**src/rtl/pc_pkg.sv**
```systemverilog
// Shared definitions for the cpu-16 program-counter unit: op codes, default
// width and the wrapped +/-1 helper used by the next-PC logic.
package pc_pkg;

    localparam int PC_W_DEFAULT = 8;
    localparam int SEQ_W        = 16;

    localparam logic [2:0] OP_HOLD = 3'd0;
    localparam logic [2:0] OP_INC  = 3'd1;
    localparam logic [2:0] OP_DEC  = 3'd2;
    localparam logic [2:0] OP_JMP  = 3'd3;
    localparam logic [2:0] OP_BR   = 3'd4;
    localparam logic [2:0] OP_CALL = 3'd5;
    localparam logic [2:0] OP_RET  = 3'd6;
    localparam logic [2:0] OP_RST  = 3'd7;

    // Works on the widest PC; callers truncate to W bits, which gives mod 2^W.
    function automatic logic [SEQ_W-1:0] pc_next_seq(input logic [SEQ_W-1:0] pc,
                                                     input logic inc);
        logic [SEQ_W-1:0] res;
        if (inc) begin
            res = pc + 16'd1;
        end else begin
            res = pc - 16'd1;
        end
        return res;
    endfunction

endpackage

```
**src/rtl/pc_branch_unit_ret_stack.sv**
```systemverilog
// LIFO return-address stack: synchronous push, combinational read of the top
// entry. Push when full and pop when empty are ignored.
module ret_stack
    import pc_pkg::*;
#(
    parameter int  W     = PC_W_DEFAULT,
    parameter int  DEPTH = 4,
    localparam int AW    = $clog2(DEPTH),
    localparam int SPW   = AW + 1
) (
    input  logic           clock,
    input  logic           reset,
    input  logic           push,
    input  logic           pop,
    input  logic [W-1:0]   din,
    output logic [W-1:0]   dout,
    output logic [SPW-1:0] sp,
    output logic           full,
    output logic           empty
);

    logic [W-1:0]   r_mem [DEPTH];
    logic [SPW-1:0] r_sp;
    logic [AW-1:0]  w_wr_idx;
    logic [AW-1:0]  w_top_idx;
    logic           w_push_ok;
    logic           w_pop_ok;

    // With DEPTH a power of two, sp==DEPTH aliases to index 0, so top = idx-1 still holds.
    assign w_wr_idx  = r_sp[AW-1:0];
    assign w_top_idx = w_wr_idx - AW'(1);
    assign full      = (r_sp == SPW'(DEPTH));
    assign empty     = (r_sp == {SPW{1'b0}});
    assign w_push_ok = push && !full;
    assign w_pop_ok  = pop && !empty;
    assign dout      = r_mem[w_top_idx];
    assign sp        = r_sp;

    // Stack pointer
    always_ff @(posedge clock) begin
        if (reset) begin
            r_sp <= {SPW{1'b0}};
        end else if (w_push_ok) begin
            r_sp <= r_sp + SPW'(1);
        end else if (w_pop_ok) begin
            r_sp <= r_sp - SPW'(1);
        end else begin
            r_sp <= r_sp;
        end
    end

    // Entry storage; contents are don't-care after reset
    always_ff @(posedge clock) begin
        if (w_push_ok && !reset) begin
            r_mem[w_wr_idx] <= din;
        end
    end

endmodule

```
**src/rtl/pc_branch_unit.sv**
```systemverilog
// Program counter with conditional absolute/relative branches, call/return via
// ret_stack, and sticky overflow/underflow faults. All outputs registered.
module pc_branch_unit
    import pc_pkg::*;
#(
    parameter int          W         = PC_W_DEFAULT,
    parameter int          DEPTH     = 4,
    parameter logic [W-1:0] RESET_VEC = {W{1'b0}},
    localparam int         SPW       = $clog2(DEPTH) + 1
) (
    input  logic           clock,
    input  logic           reset,
    input  logic           en,
    input  logic [2:0]     op,
    input  logic           cond,
    input  logic [W-1:0]   target,
    input  logic [W-1:0]   offset,
    output logic [W-1:0]   pc,
    output logic [SPW-1:0] sp,
    output logic           stack_full,
    output logic           stack_empty,
    output logic           ovf,
    output logic           unf
);

    logic [W-1:0]     r_pc;
    logic             r_ovf;
    logic             r_unf;
    logic [W-1:0]     w_pc_nxt;
    logic             w_ovf_nxt;
    logic             w_unf_nxt;
    logic             w_push;
    logic             w_pop;
    logic [SEQ_W-1:0] w_pc_ext;
    logic [W-1:0]     w_pc_inc;
    logic [W-1:0]     w_pc_dec;
    logic [W-1:0]     w_top;
    logic             w_full;
    logic             w_empty;

    ret_stack #(.W(W), .DEPTH(DEPTH)) u_stack (
        .clock (clock),
        .reset (reset),
        .push  (w_push),
        .pop   (w_pop),
        .din   (w_pc_inc),
        .dout  (w_top),
        .sp    (sp),
        .full  (w_full),
        .empty (w_empty)
    );

    // Zero-extend the PC into the helper's fixed width
    always_comb begin
        w_pc_ext         = {SEQ_W{1'b0}};
        w_pc_ext[W-1:0]  = r_pc;
    end

    assign w_pc_inc = W'(pc_next_seq(w_pc_ext, 1'b1));
    assign w_pc_dec = W'(pc_next_seq(w_pc_ext, 1'b0));

    // Op decode and next-PC / fault-flag selection
    always_comb begin
        w_pc_nxt  = r_pc;
        w_ovf_nxt = r_ovf;
        w_unf_nxt = r_unf;
        w_push    = 1'b0;
        w_pop     = 1'b0;
        if (en) begin
            case (op)
                OP_HOLD: w_pc_nxt = r_pc;
                OP_INC:  w_pc_nxt = w_pc_inc;
                OP_DEC:  w_pc_nxt = w_pc_dec;
                OP_JMP:  w_pc_nxt = cond ? target : w_pc_inc;
                OP_BR:   w_pc_nxt = cond ? (r_pc + offset) : w_pc_inc;
                OP_CALL: begin
                    if (w_full) begin
                        w_ovf_nxt = 1'b1;
                    end else begin
                        w_push   = 1'b1;
                        w_pc_nxt = target;
                    end
                end
                OP_RET: begin
                    if (w_empty) begin
                        w_unf_nxt = 1'b1;
                    end else begin
                        w_pop    = 1'b1;
                        w_pc_nxt = w_top;
                    end
                end
                OP_RST: begin
                    w_pc_nxt  = RESET_VEC;
                    w_ovf_nxt = 1'b0;
                    w_unf_nxt = 1'b0;
                end
                default: w_pc_nxt = r_pc;
            endcase
        end else begin
            w_pc_nxt = r_pc;
        end
    end

    // PC and sticky fault registers
    always_ff @(posedge clock) begin
        if (reset) begin
            r_pc  <= RESET_VEC;
            r_ovf <= 1'b0;
            r_unf <= 1'b0;
        end else begin
            r_pc  <= w_pc_nxt;
            r_ovf <= w_ovf_nxt;
            r_unf <= w_unf_nxt;
        end
    end

    assign pc          = r_pc;
    assign ovf         = r_ovf;
    assign unf         = r_unf;
    assign stack_full  = w_full;
    assign stack_empty = w_empty;

endmodule

```
**config.mk**
```make
export PLATFORM = sky130hd
export DESIGN_NAME = pc_branch_unit
export DESIGN_NICKNAME = d
export VERILOG_FILES = /design/src/rtl/pc_pkg.sv /design/src/rtl/pc_branch_unit_ret_stack.sv /design/src/rtl/pc_branch_unit.sv
export SDC_FILE = /design/constraint.sdc
export NUM_CORES = 1
export LEC_CHECK = 0
export BUFFER_PORTS_ARGS = -buffer_cell sky130_fd_sc_hd__buf_2
export CAP_MARGIN = 25
export CORE_MARGIN = 2
export CORE_UTILIZATION = 50
export CTS_BUF_LIST = sky130_fd_sc_hd__clkbuf_4
export DETAILED_ROUTE_END_ITERATION = 12
export GPL_TIMING_DRIVEN = 0
export HOLD_SLACK_MARGIN = 0.05
export PLACE_DENSITY = 0.77
export SLEW_MARGIN = 20
export SYNTH_ARGS = -nofsm -noshare
export SYNTH_HDL_FRONTEND = slang
export SYNTH_HIERARCHICAL = 1
export SYNTH_SLANG_ARGS = --single-unit
```
**constraint.sdc**
```tcl
create_clock -name clock -period 6.66 [get_ports clock]
set_input_delay 1.998 -clock clock [delete_from_list [all_inputs] [get_ports clock]]
set_output_delay 1.998 -clock clock [all_outputs]
set_load 0.03 [all_outputs]
```
==> summary.md <==
| Metric | Value |
|---|---|
| Post-synthesis compound-gate area fraction | `21.9%` |
| Drt drc | `0` |
| Setup TNS Final | `0 ps` |
| Die ar. | `6750 sq um` |
| Ratio of cells with drive above 1 in the final layout | `25.1%` |
| Initial drt markers | `287` |
| Worst Hold Path Cells | `2` |
| Gate Count Post-Synth | `294` |
| Register area share after synthesis | `40.0%` |
| Post-Syn Area | `3060 sq um` |
| Worst Hold Path EP | `unf` |
| I/O Buffers | `37` |
| Post-route ant nets | `0` |
| First-pass GRT wire length | `12500 microns` |
| Multi-input logic area | `1690 sq um` |
| Met3 Use GR | `5.11%` |
| Routed via count | `2607` |
| Synth Area in XOR/XNOR | `3.72%` |
| Hold_buf cts | `0` |
| Critical path class | `input port to flip-flop` |
| Placed Instances | `406` |
| Post-synth cell types | `66` |
| Largest net degree at the start of global routing | `16` |
| Clock Pin Slew Worst Setup and Hold Paths | `140 ps` |
| First drt pass iteration count | `5` |
| Nets | `376` |
| Yosys Warn Count | `6` |
| Clock Sinks | `45` |
| Hold/Removal Path Class | `flip-flop to flip-flop` |
| Slowest-stage cell, CP | `or3b_2` |
| GRT busiest layer | `met2` |
| # IOs | `38` |
| Mux contribution to synthesized area | `6.22%` |
| Synth area leaders | `edfxtp_1 (31%), dfxtp_1 (8.5%), mux4_2 (5.9%)` |
| Vias in the first global route | `2494` |
| Post-DR vias/cell | `6.30` |
| Register area | `1220 sq um` |
| Min-delay src | `unf` |
| Placement Setup Slack | `1840 ps` |
| CTS H-tree lvls | `2` |
| RSZ-0062 raised after global routing | `false` |
| Core area | `5920 sq um` |
| Max stage delay on crit path | `500 ps` |
| Critical Path RT | `6950 ps` |
| Async S/R FF share, synth | `0%` |
| Final instance area | `3400 sq um` |
| Latest clock arrival within the worst-skew pair | `380 ps` |
| Reg2reg path depth | `10` |
| Post-Route WL | `7640 microns` |
| Initial core utilization | `51.6%` |
| Cell taking the most area after synthesis | `edfxtp_1` |
| Post-synthesis area per instance | `10.4 sq um` |
| Reg2reg setup slack | `3020 ps` |
| M1 GR Usage | `34.3%` |
| RR Endpoint | `u_stack/sp[2]` |
| Filler cell count | `526` |
| Peak VDD IR | `167 uV` |
| Routed WL per cell | `18.5 microns` |
| Final setup margin | `2190 ps` |
| Leakage | `1.32 nW` |
| Largest family of logic cells by synthesized area | `compound AO/OA/AOI/OAI gates` |
| Achievable frequency | `224 MHz` |
| CP max FO | `10` |
| GPL Wtd Cong | `0.988` |
| CTS-repair resized insts | `0` |
| Cell family with most CP delay | `simple AND/OR/NAND/NOR gates` |
| CTS tree | `yes` |
| Relative slew slack | `62.1%` |
| Max-Cap Viols | `0` |
| Most used DFF post-synth | `edfxtp_1` |
| CP Cell Sequence | `buf_2 > buf_4 > inv_1 > nor2_1 > nand2_1 > nor3_1 > a21bo_2 > fa_1 > or3b_2 > a221oi_1` |
| FF-to-FF Start | `u_stack/sp[0]` |
| WP buf/inv | `3` |
| Final Core Density | `57.4%` |
| Die width | `82.2 microns` |
| Worst Tran Pin Value | `565 ps` |
| Clock Skew | `15.0 ps` |
| Hold Vio Cnt, Final | `0` |
| Row count | `28` |
| #FFs+latches synth | `45` |
| GRT Util Overall | `24.6%` |
| Pwr Density | `218 nW/um^2` |
| Tcrit/Tclk final | `67.1%` |
| GRT overflow | `0` |
| Adder-cell share of the synthesized area | `6.63%` |
| Antenna violations before repair | `0` |
| TritonCTS Buffers | `5` |
| Layout Area Growth over Synthesis | `11.1%` |
| # diodes | `0` |
| Fin crit period | `4470 ps` |
| CP arrival | `4750 ps` |
| Final setup vio count | `0` |
| CTS root buffer | `clkbuf_4` |
| CP endpoint kind | `flip-flop` |
| Post-Synth Simple-Gate Area | `16.7%` |
| Share of Yosys cell area claimed by the top area cell type | `31.4%` |
| Final Slew Violations | `0` |
| Postcts setup bufs | `0` |
| CTS Buffer Depth | `2` |
| EDFF count, synth | `32` |
| Met2 usage | `38.1%` |
| Outcome | `finished, final reports clean` |
| Post-Layout Cell Count | `414` |
| Placed cell area | `3340 sq um` |
| Syn nets | `332` |
| Die H | `82.2 microns` |
| Dpl hpwl | `5770 microns` |
| Crit start category | `input port` |
## cells by family (layout without fill, tap and decap cells)
logic type | count (synthesis) | count (layout)
simple gates | 87 | 87
buf+inv | 31 | 76
fa+ha+maj | 15 | 15
flops | 45 | 45
mux | 9 | 9
compound gates | 94 | 94
xor+xnor | 13 | 13
## worst min-delay path, delay by kind of cell, from the launching register on
family	cells	cell delay [ps]
AO/OA/AOI/OAI	1	40
flip-flops	1	350
AND/OR/NAND/NOR	1	70
## synthesized netlist by cell type, types with 2 or more instances
cell and count:
o22ai_1 5, and3b_1 3, nand2b_1 4, edfxtp_1 32
o21a_1 3, a221oi_1 5, nand3b_1 3, a21o_1 3
ha_1 13, clkbuf_1 3, a221oi_2 2, or3b_1 2
a21oi_1 20, nor2_1 22, clkbuf_2 2, nor3b_1 2
a2111oi_2 2, nor3_1 5, fa_1 2, xor2_1 7
or3_1 3, a31oi_1 6, nand3_1 7, inv_1 14
nand2_1 15, o21ai_1 5, dfxtp_1 13, buf_2 6
a22oi_1 3, nor2b_1 2, o21ai_0 14, nand4_1 2
xnor2_1 6, o221ai_1 3, buf_4 6, o31a_1 2
nor3b_2 2, a211oi_1 5, and2_1 4, a22o_1 3
mux4_2 8
## how the worst max path moves through the flow
stage / start / endpoint / slack, ps / cells after the start
2_1_floorplan: op[0] / u_stack/sp[2] / 2370 / 9
3_3_place_gp: op[0] / u_stack/sp[2] / 1900 / 10
3_5_place_dp: op[0] / u_stack/sp[2] / 1840 / 10
4_1_cts: op[0] / u_stack/sp[2] / 2240 / 10
5_1_grt: op[0] / u_stack/sp[2] / 1980 / 10
6_report: op[0] / u_stack/sp[2] / 2190 / 10
## stage by stage
stage	hold slack [ps]	total power, mW
after floorplan	646	0.529
after global placement	458	0.594
after detailed placement	456	0.603
after CTS	490	0.741
after global routing	524	0.783
final	488	0.741
## metal layers
layer  vias up  wire [microns]
met5         -               0
met4         0             198
met3        23             631
met2       132            3530
met1      1228            3290
li1       1224               -
## state kept, by name, summed over array words and instances (netlist names)
register,flops
ovf,1
unf,1
u_stack/sp,3
u_stack/r_mem,32
pc,8
## power breakdown
group | internal [mW] | switching [mW] | leakage [nW]
registers | 0.312 | 0.0139 | 0.399
clock network | 0.0462 | 0.0959 | 0.0319
logic | 0.111 | 0.163 | 0.885
## area by class of cell
type / instances / share of cell area, %
Inverter: 14 / 1.55
Clock buffer: 6 / 1.33
Sequential cell: 45 / 35.9
Multi-Input combinational cell: 218 / 49.7
Buffer: 17 / 2.84
Tap cell: 75 / 2.76
Timing Repair Buffer: 37 / 5.45
Clock inverter: 2 / 0.479
## placed cells by master, fill, tap and decap left out, types with 6 or more instances in the layout
| cell type | Yosys | final |
|---|---|---|
| o21ai_0 | 14 | 14 |
| buf_4 | 6 | 6 |
| edfxtp_1 | 32 | 32 |
| a31oi_1 | 6 | 6 |
| nand3_1 | 7 | 7 |
| xor2_1 | 7 | 7 |
| a21oi_1 | 20 | 20 |
| clkbuf_4 | 0 | 6 |
| nor2_1 | 22 | 22 |
| ha_1 | 13 | 13 |
| dfxtp_1 | 13 | 13 |
| buf_2 | 6 | 43 |
| mux4_2 | 8 | 8 |
| nand2_1 | 15 | 15 |
| inv_1 | 14 | 14 |
| xnor2_1 | 6 | 6 |
Power figures use the tool's default switching activity.
